### src/rtl/div_seq_pkg.sv
// ============================================================================
// Module      : div_pkg
// Description : Shared width, counter and state definitions for div_seq.
// Revision    : 1.0 - initial release
// ============================================================================
`default_nettype none

package div_pkg;

   localparam int DIV_WIDTH = 32;
   localparam int CNT_W     = $clog2(DIV_WIDTH);

   typedef enum logic [1:0] {
      IDLE = 2'd0,
      CALC = 2'd1,
      FIX  = 2'd2,
      DONE = 2'd3
   } div_state_e;

   // Two's-complement negation, wrapping modulo 2^DIV_WIDTH.
   function automatic logic [DIV_WIDTH-1:0] negate(input logic [DIV_WIDTH-1:0] v);
      return ~v + {{(DIV_WIDTH-1){1'b0}}, 1'b1};
   endfunction

endpackage

`default_nettype wire

### src/rtl/div_seq_if.sv
// ============================================================================
// Module      : div_seq_if
// Description : Start/done request and result bundle of the iterative divider.
// Revision    : 1.0 - initial release
// ============================================================================
`default_nettype none

interface div_seq_if #(
   parameter int WIDTH = 32
);
   logic             i_start;
   logic             i_signed;
   logic [WIDTH-1:0] i_dividend;
   logic [WIDTH-1:0] i_divisor;
   logic [WIDTH-1:0] o_quotient;
   logic [WIDTH-1:0] o_remainder;
   logic             o_busy;
   logic             o_done;

   modport master (
      output i_start, i_signed, i_dividend, i_divisor,
      input  o_quotient, o_remainder, o_busy, o_done
   );

   modport slave (
      input  i_start, i_signed, i_dividend, i_divisor,
      output o_quotient, o_remainder, o_busy, o_done
   );
endinterface

`default_nettype wire

### src/rtl/div_seq_sub_33bit.sv
// ============================================================================
// Module      : sub_33bit
// Description : Combinational A - B as A + ~B + 1, with borrow-out.
// Revision    : 1.0 - initial release
// ============================================================================
`default_nettype none

module sub_33bit #(
   parameter int W = 33
) (
   input  logic [W-1:0] a,
   input  logic [W-1:0] b,
   output logic [W-1:0] diff,
   output logic         borrow
);
   logic w_carry;

   assign {w_carry, diff} = {1'b0, a} + {1'b0, ~b} + {{W{1'b0}}, 1'b1};
   // No carry out of A + ~B + 1 means B > A.
   assign borrow = ~w_carry;
endmodule

`default_nettype wire

### src/rtl/div_seq.sv
// ============================================================================
// Module      : div_seq
// Description : Restoring 32-bit divider, one quotient bit per clock, RV32M semantics.
// Revision    : 1.0 - initial release
// ============================================================================
`default_nettype none

module div_seq
   import div_pkg::*;
#(
   parameter int WIDTH = DIV_WIDTH
) (
   input  logic      i_clk,
   input  logic      i_reset,
   div_seq_if.slave  bus
);
   div_state_e         r_state;
   div_state_e         w_state_nxt;
   logic               w_accept;

   logic [WIDTH:0]     r_rem;
   logic [WIDTH-1:0]   r_quo;
   logic [WIDTH-1:0]   r_dsr;
   logic [WIDTH-1:0]   r_dvd_raw;
   logic               r_div0;
   logic               r_qsign;
   logic               r_rsign;
   logic [CNT_W-1:0]   r_cnt;
   logic [WIDTH-1:0]   r_q_out;
   logic [WIDTH-1:0]   r_r_out;

   logic [WIDTH:0]     w_shift;
   logic [WIDTH:0]     w_diff;
   logic               w_borrow;
   logic [WIDTH-1:0]   w_a_mag;
   logic [WIDTH-1:0]   w_b_mag;
   logic [WIDTH-1:0]   w_q_fix;
   logic [WIDTH-1:0]   w_r_fix;

   localparam logic [CNT_W-1:0] C_LAST = CNT_W'(WIDTH - 1);

   always_ff @(posedge i_clk) begin
      if (i_reset) r_state <= IDLE;
      else         r_state <= w_state_nxt;
   end

   always_comb begin
      w_state_nxt = r_state;
      w_accept    = 1'b0;
      case (r_state)
         IDLE: begin
            if (bus.i_start) begin
               w_accept    = 1'b1;
               w_state_nxt = CALC;
            end
         end
         CALC: if (r_cnt == C_LAST) w_state_nxt = FIX;
         FIX:  w_state_nxt = DONE;
         DONE: begin
            w_state_nxt = IDLE;
            if (bus.i_start) begin
               w_accept    = 1'b1;
               w_state_nxt = CALC;
            end
         end
         default: w_state_nxt = IDLE;
      endcase
   end

   assign w_a_mag = (bus.i_signed && bus.i_dividend[WIDTH-1]) ? negate(bus.i_dividend) : bus.i_dividend;
   assign w_b_mag = (bus.i_signed && bus.i_divisor[WIDTH-1])  ? negate(bus.i_divisor)  : bus.i_divisor;

   // {R,Q} shifted left by one; the old R MSB is always 0 because R < divisor.
   assign w_shift = {r_rem[WIDTH-1:0], r_quo[WIDTH-1]};

   sub_33bit #(.W(WIDTH + 1)) u_sub (
      .a      (w_shift),
      .b      ({1'b0, r_dsr}),
      .diff   (w_diff),
      .borrow (w_borrow)
   );

   // Divide-by-zero overrides sign correction; overflow falls out naturally.
   assign w_q_fix = r_div0  ? '1 :
                    r_qsign ? negate(r_quo) : r_quo;
   assign w_r_fix = r_div0 ? r_dvd_raw :
                    (r_rsign && (r_rem[WIDTH-1:0] != '0)) ? negate(r_rem[WIDTH-1:0]) :
                    r_rem[WIDTH-1:0];

   always_ff @(posedge i_clk) begin
      if (i_reset) begin
         r_rem     <= '0;
         r_quo     <= '0;
         r_dsr     <= '0;
         r_dvd_raw <= '0;
         r_div0    <= 1'b0;
         r_qsign   <= 1'b0;
         r_rsign   <= 1'b0;
         r_cnt     <= '0;
         r_q_out   <= '0;
         r_r_out   <= '0;
      end else if (w_accept) begin
         r_rem     <= '0;
         r_quo     <= w_a_mag;
         r_dsr     <= w_b_mag;
         r_dvd_raw <= bus.i_dividend;
         r_div0    <= (bus.i_divisor == '0);
         r_qsign   <= bus.i_signed & (bus.i_dividend[WIDTH-1] ^ bus.i_divisor[WIDTH-1]);
         r_rsign   <= bus.i_signed & bus.i_dividend[WIDTH-1];
         r_cnt     <= '0;
      end else if (r_state == CALC) begin
         r_rem <= w_borrow ? w_shift : w_diff;
         r_quo <= {r_quo[WIDTH-2:0], ~w_borrow};
         r_cnt <= r_cnt + 1'b1;
      end else if (r_state == FIX) begin
         r_q_out <= w_q_fix;
         r_r_out <= w_r_fix;
      end
   end

   assign bus.o_quotient  = r_q_out;
   assign bus.o_remainder = r_r_out;
   assign bus.o_busy      = (r_state == CALC) || (r_state == FIX);
   assign bus.o_done      = (r_state == DONE);
endmodule

`default_nettype wire
### src/flat_wrapper.sv
// flat-port wrapper written by rule: the top's interface ports become plain ports
module div_seq_flat import div_pkg::*;
#(
   parameter int WIDTH = DIV_WIDTH
)
  (i_clk, i_reset, bus_i_start, bus_i_signed, bus_i_dividend, bus_i_divisor, bus_o_quotient, bus_o_remainder, bus_o_busy, bus_o_done);
  div_seq_if #(.WIDTH(WIDTH)) bus_i ();
  input  logic i_clk;
  input  logic i_reset;
  input wire logic [$bits(bus_i.i_start)-1:0] bus_i_start;
  input wire logic [$bits(bus_i.i_signed)-1:0] bus_i_signed;
  input wire logic [$bits(bus_i.i_dividend)-1:0] bus_i_dividend;
  input wire logic [$bits(bus_i.i_divisor)-1:0] bus_i_divisor;
  output wire logic [$bits(bus_i.o_quotient)-1:0] bus_o_quotient;
  output wire logic [$bits(bus_i.o_remainder)-1:0] bus_o_remainder;
  output wire logic [$bits(bus_i.o_busy)-1:0] bus_o_busy;
  output wire logic [$bits(bus_i.o_done)-1:0] bus_o_done;
  assign bus_i.i_start = bus_i_start;
  assign bus_i.i_signed = bus_i_signed;
  assign bus_i.i_dividend = bus_i_dividend;
  assign bus_i.i_divisor = bus_i_divisor;
  assign bus_o_quotient = bus_i.o_quotient;
  assign bus_o_remainder = bus_i.o_remainder;
  assign bus_o_busy = bus_i.o_busy;
  assign bus_o_done = bus_i.o_done;
  div_seq #(.WIDTH(WIDTH)) u_core (.i_clk(i_clk), .i_reset(i_reset), .bus(bus_i));
endmodule
### config.mk
export PLATFORM = sky130hd
export DESIGN_NAME = div_seq_flat
export DESIGN_NICKNAME = d
export VERILOG_FILES = /design/src/rtl/div_seq_pkg.sv /design/src/rtl/div_seq_if.sv /design/src/rtl/div_seq_sub_33bit.sv /design/src/rtl/div_seq.sv /design/src/flat_wrapper.sv
export SDC_FILE = /design/constraint.sdc
export NUM_CORES = 1
export LEC_CHECK = 0
export BUFFER_PORTS_ARGS = -buffer_cell sky130_fd_sc_hd__buf_2
export CAP_MARGIN = 0
export CELL_PAD_IN_SITES_DETAIL_PLACEMENT = 2
export CELL_PAD_IN_SITES_GLOBAL_PLACEMENT = 2
export CORE_ASPECT_RATIO = 1.1
export CORE_UTILIZATION = 38
export DETAILED_ROUTE_END_ITERATION = 10
export PLACE_DENSITY_LB_ADDON = 0.1
export SETUP_SLACK_MARGIN = 0.02
export SLEW_MARGIN = 30
export SYNTH_ARGS = -nofsm -noshare
export SYNTH_HDL_FRONTEND = slang
export SYNTH_SLANG_ARGS = --single-unit
### constraint.sdc
create_clock -name i_clk -period 4.04 [get_ports i_clk]
set_clock_uncertainty 0.1 [all_clocks]
set_input_delay 0.808 -clock i_clk [delete_from_list [all_inputs] [get_ports i_clk]]
set_output_delay 0.808 -clock i_clk [all_outputs]
set_load 0.005 [all_outputs]
==> metrics <==
fin crit period=3.29 ns; CTS Hold Bufs=0; first-pass GRT wire length=74.7 mm; post-detail-place hpwl=35.1 mm; vias in the first global route=13300; Critical Path AT=3.66 ns; leak pwr=0.00556 uW; NumNets Final=1771; Cell variety after synth=81; commonest non-fill, non-tap cell in the layout=dfxtp_1; Ant. Diodes=0; Max clock buf depth=3; outcome=complete, no violations; sequential element share of the synthesized area=0.330; initial antenna violation count=0; # resized after CTS=0; Post-synth ARST share=0; CTS tree=built; CP required=4.41 ns; syn_area_per_cell=7.87 um^2; Worst-Margin Slew=0.818 ns; gp weighted congestion=0.856; PortBufs=133; TNS Setup=0 ns; setup bufs post-CTS=0; Post-Syn Instances=1560; area of the multi-input gates=0.00765 mm^2; Layout Utilization=0.450; Vias per Instance=5.83; Main synth FF type=dfxtp_1; largest net degree at the start of global routing=73; Slew HR=0.455; layout overhead on the synthesized area=15.7%; H-tree Lvls=1; Tcrit/Tclk final=0.813; root buffer selected by CTS=clkbuf_16; Final setup viols=0; syn_nets=1672; ANT nets after route=0; Max-Cap Viols=0; Syn Std Cell Area=0.0123 mm^2; DRT iter0 DRCs=533; CP Capture Type=flop; Core Rows=68; hold violation total from the final report=0; commonest cells after routing, fill and taps aside=201 x dfxtp_1, 188 x nand2_1, 161 x a21oi_1; gr usage total=0.287; Yosys Warn Count=0; Post-synth EDFFs=0; DRC violations left=0; clock sinks=202; grt ovf=0; DP Cell Count=2051; Clk Latency, worst-skew pair=0.54 ns; Fill cells=3658; Non-Filler Instances=2091; Seq cells post-synth=202; Final Total Pwr=12500 uW; die footprint=0.0330 mm^2; Slew Viols, Final=0; Die X=173 um; I/O pins=134; Hold Crit Class=reg2reg; aggregate routed wire length=47.3 mm; proportion of layout cells with a drive suffix above 1=0.145; DR pass1 iterations=4; Max VDD drop=0.000523 V; WL/cell=22.6 um; WS Path Type=reg2reg; Critical Path Start Type=flop; clk slew on worst S/H paths=0.06 ns; CP Max Fanout=7; Seq. cell area=0.00405 mm^2; RSZ-0062 raised after global routing=false; fmax=0.304 GHz; Die Height=190 um; core area=0.0316 mm^2; Power Dens Cells=880 mW/mm^2; via count=12200; CTS buffer count=26; effective utilization at floorplan=0.389
==> final timing paths <==
path                                   start                         end  slack (ns)  cells past startpoint
hold / removal    u_core.bus.o_remainder[26]  u_core.bus.o_remainder[26]        0.36                      2
setup reg to reg             u_core.r_rem[2]            u_core.r_rem[27]        0.75                      9
hold reg to reg   u_core.bus.o_remainder[26]  u_core.bus.o_remainder[26]        0.36                      2
setup / recovery             u_core.r_rem[2]            u_core.r_rem[27]        0.75                      9
==> report_power, final <==
group	total, uW	internal [uW]	switching (uW)	leakage (uW)
sequential	3100	2520	577	0.00165
clock	2310	1380	922	0.000398
combinational	7090	2630	4450	0.00351
total	12500	6540	5950	0.00556
==> synthesized netlist by cell type, types with 5 or more instances <==
cell	n	area (um^2)
a21o_1	10	75.1
mux2i_1	38	380
a221oi_1	6	52.6
a31oi_1	29	181
xor2_1	87	762
buf_1	11	41.3
a211oi_1	36	270
clkbuf_1	77	289
o21ai_0	129	646
nand2b_1	14	87.6
a311oi_1	10	87.6
buf_2	8	40.0
nor3_1	33	165
nand4_1	7	43.8
dfxtp_1	202	4040
nor2_1	120	450
nor4_2	5	62.6
o22ai_1	23	144
or3_1	10	62.6
nand2_1	188	706
o31ai_1	29	218
o211ai_1	14	105
and3_1	12	75.1
a21oi_1	161	806
ha_1	43	538
inv_1	52	195
nor2b_1	9	56.3
o41ai_1	13	114
nor4_1	8	50.1
nand3_1	17	85.1
xnor2_1	53	464
or4_1	8	60.1
o31a_1	6	52.6
and2_1	6	37.5
==> sequential cells by signal (all words and copies together), names as in the netlist <==
register,count
u_core.r_dsr,32
u_core.r_rem,32
u_core.r_dvd_raw,32
u_core.bus.o_remainder,32
u_core.r_quo,32
u_core.bus.o_quotient,32
u_core.r_rsign,1
u_core.r_div0,1
u_core.r_qsign,1
u_core.r_cnt,5
u_core.r_state,2
==> cell type report <==
type                            instances  share of cell area
Clock buffer                           36              0.0520
Timing Repair Buffer                  171              0.0672
Multi-Input combinational cell       1204               0.539
Inverter                               54              0.0143
Sequential cell                       202               0.285
Clock inverter                          4             0.00591
Tap cell                              420              0.0370
==> cell families (layout without fill, tap and decap cells) <==
| logic type | Yosys count | after routing | synth area share |
|---|---|---|---|
| AOI/OAI and AO/OA | 511 | 511 | 0.258 |
| xor gates and xnor gates | 140 | 140 | 0.0999 |
| adders and majority gates | 44 | 44 | 0.0455 |
| buffers and inverters | 154 | 265 | 0.0492 |
| DFF | 202 | 202 | 0.330 |
| muxes | 40 | 40 | 0.0328 |
| and+or+nand+nor | 469 | 469 | 0.185 |
==> per-layer routing <==
metal | track usage | up-vias | wire length, um
li1 | - | 5787 | -
met1 | 0.323 | 6097 | 19600
met2 | 0.539 | 214 | 24300
met3 | 0.0293 | 101 | 1230
met4 | 0.135 | 0 | 2190
met5 | 0 | - | 0
==> worst max-delay path, stage by stage, from the launching register on <==
cell and delay, ns:
dfxtp_1 0.54, ha_1 0.37, a21o_1 0.20, a21oi_1 0.35, a21oi_1 0.15, o31a_1 0.38
o21ai_0 0.35, mux2_2 0.39, o31a_1 0.29, nor2_1 0.11
==> through the flow <==
step                      hold WS [ns]  worst slack, ns  cell area, um^2
after floorplan                  0.331             1.24            12300
after global placement           0.339            0.785            13400
after detailed placement         0.352            0.619            13400
after CTS                        0.361            0.722            14200
after global routing             0.378            0.508            14200
final                            0.359            0.753            14200
(Power assumes the default switching activity.)
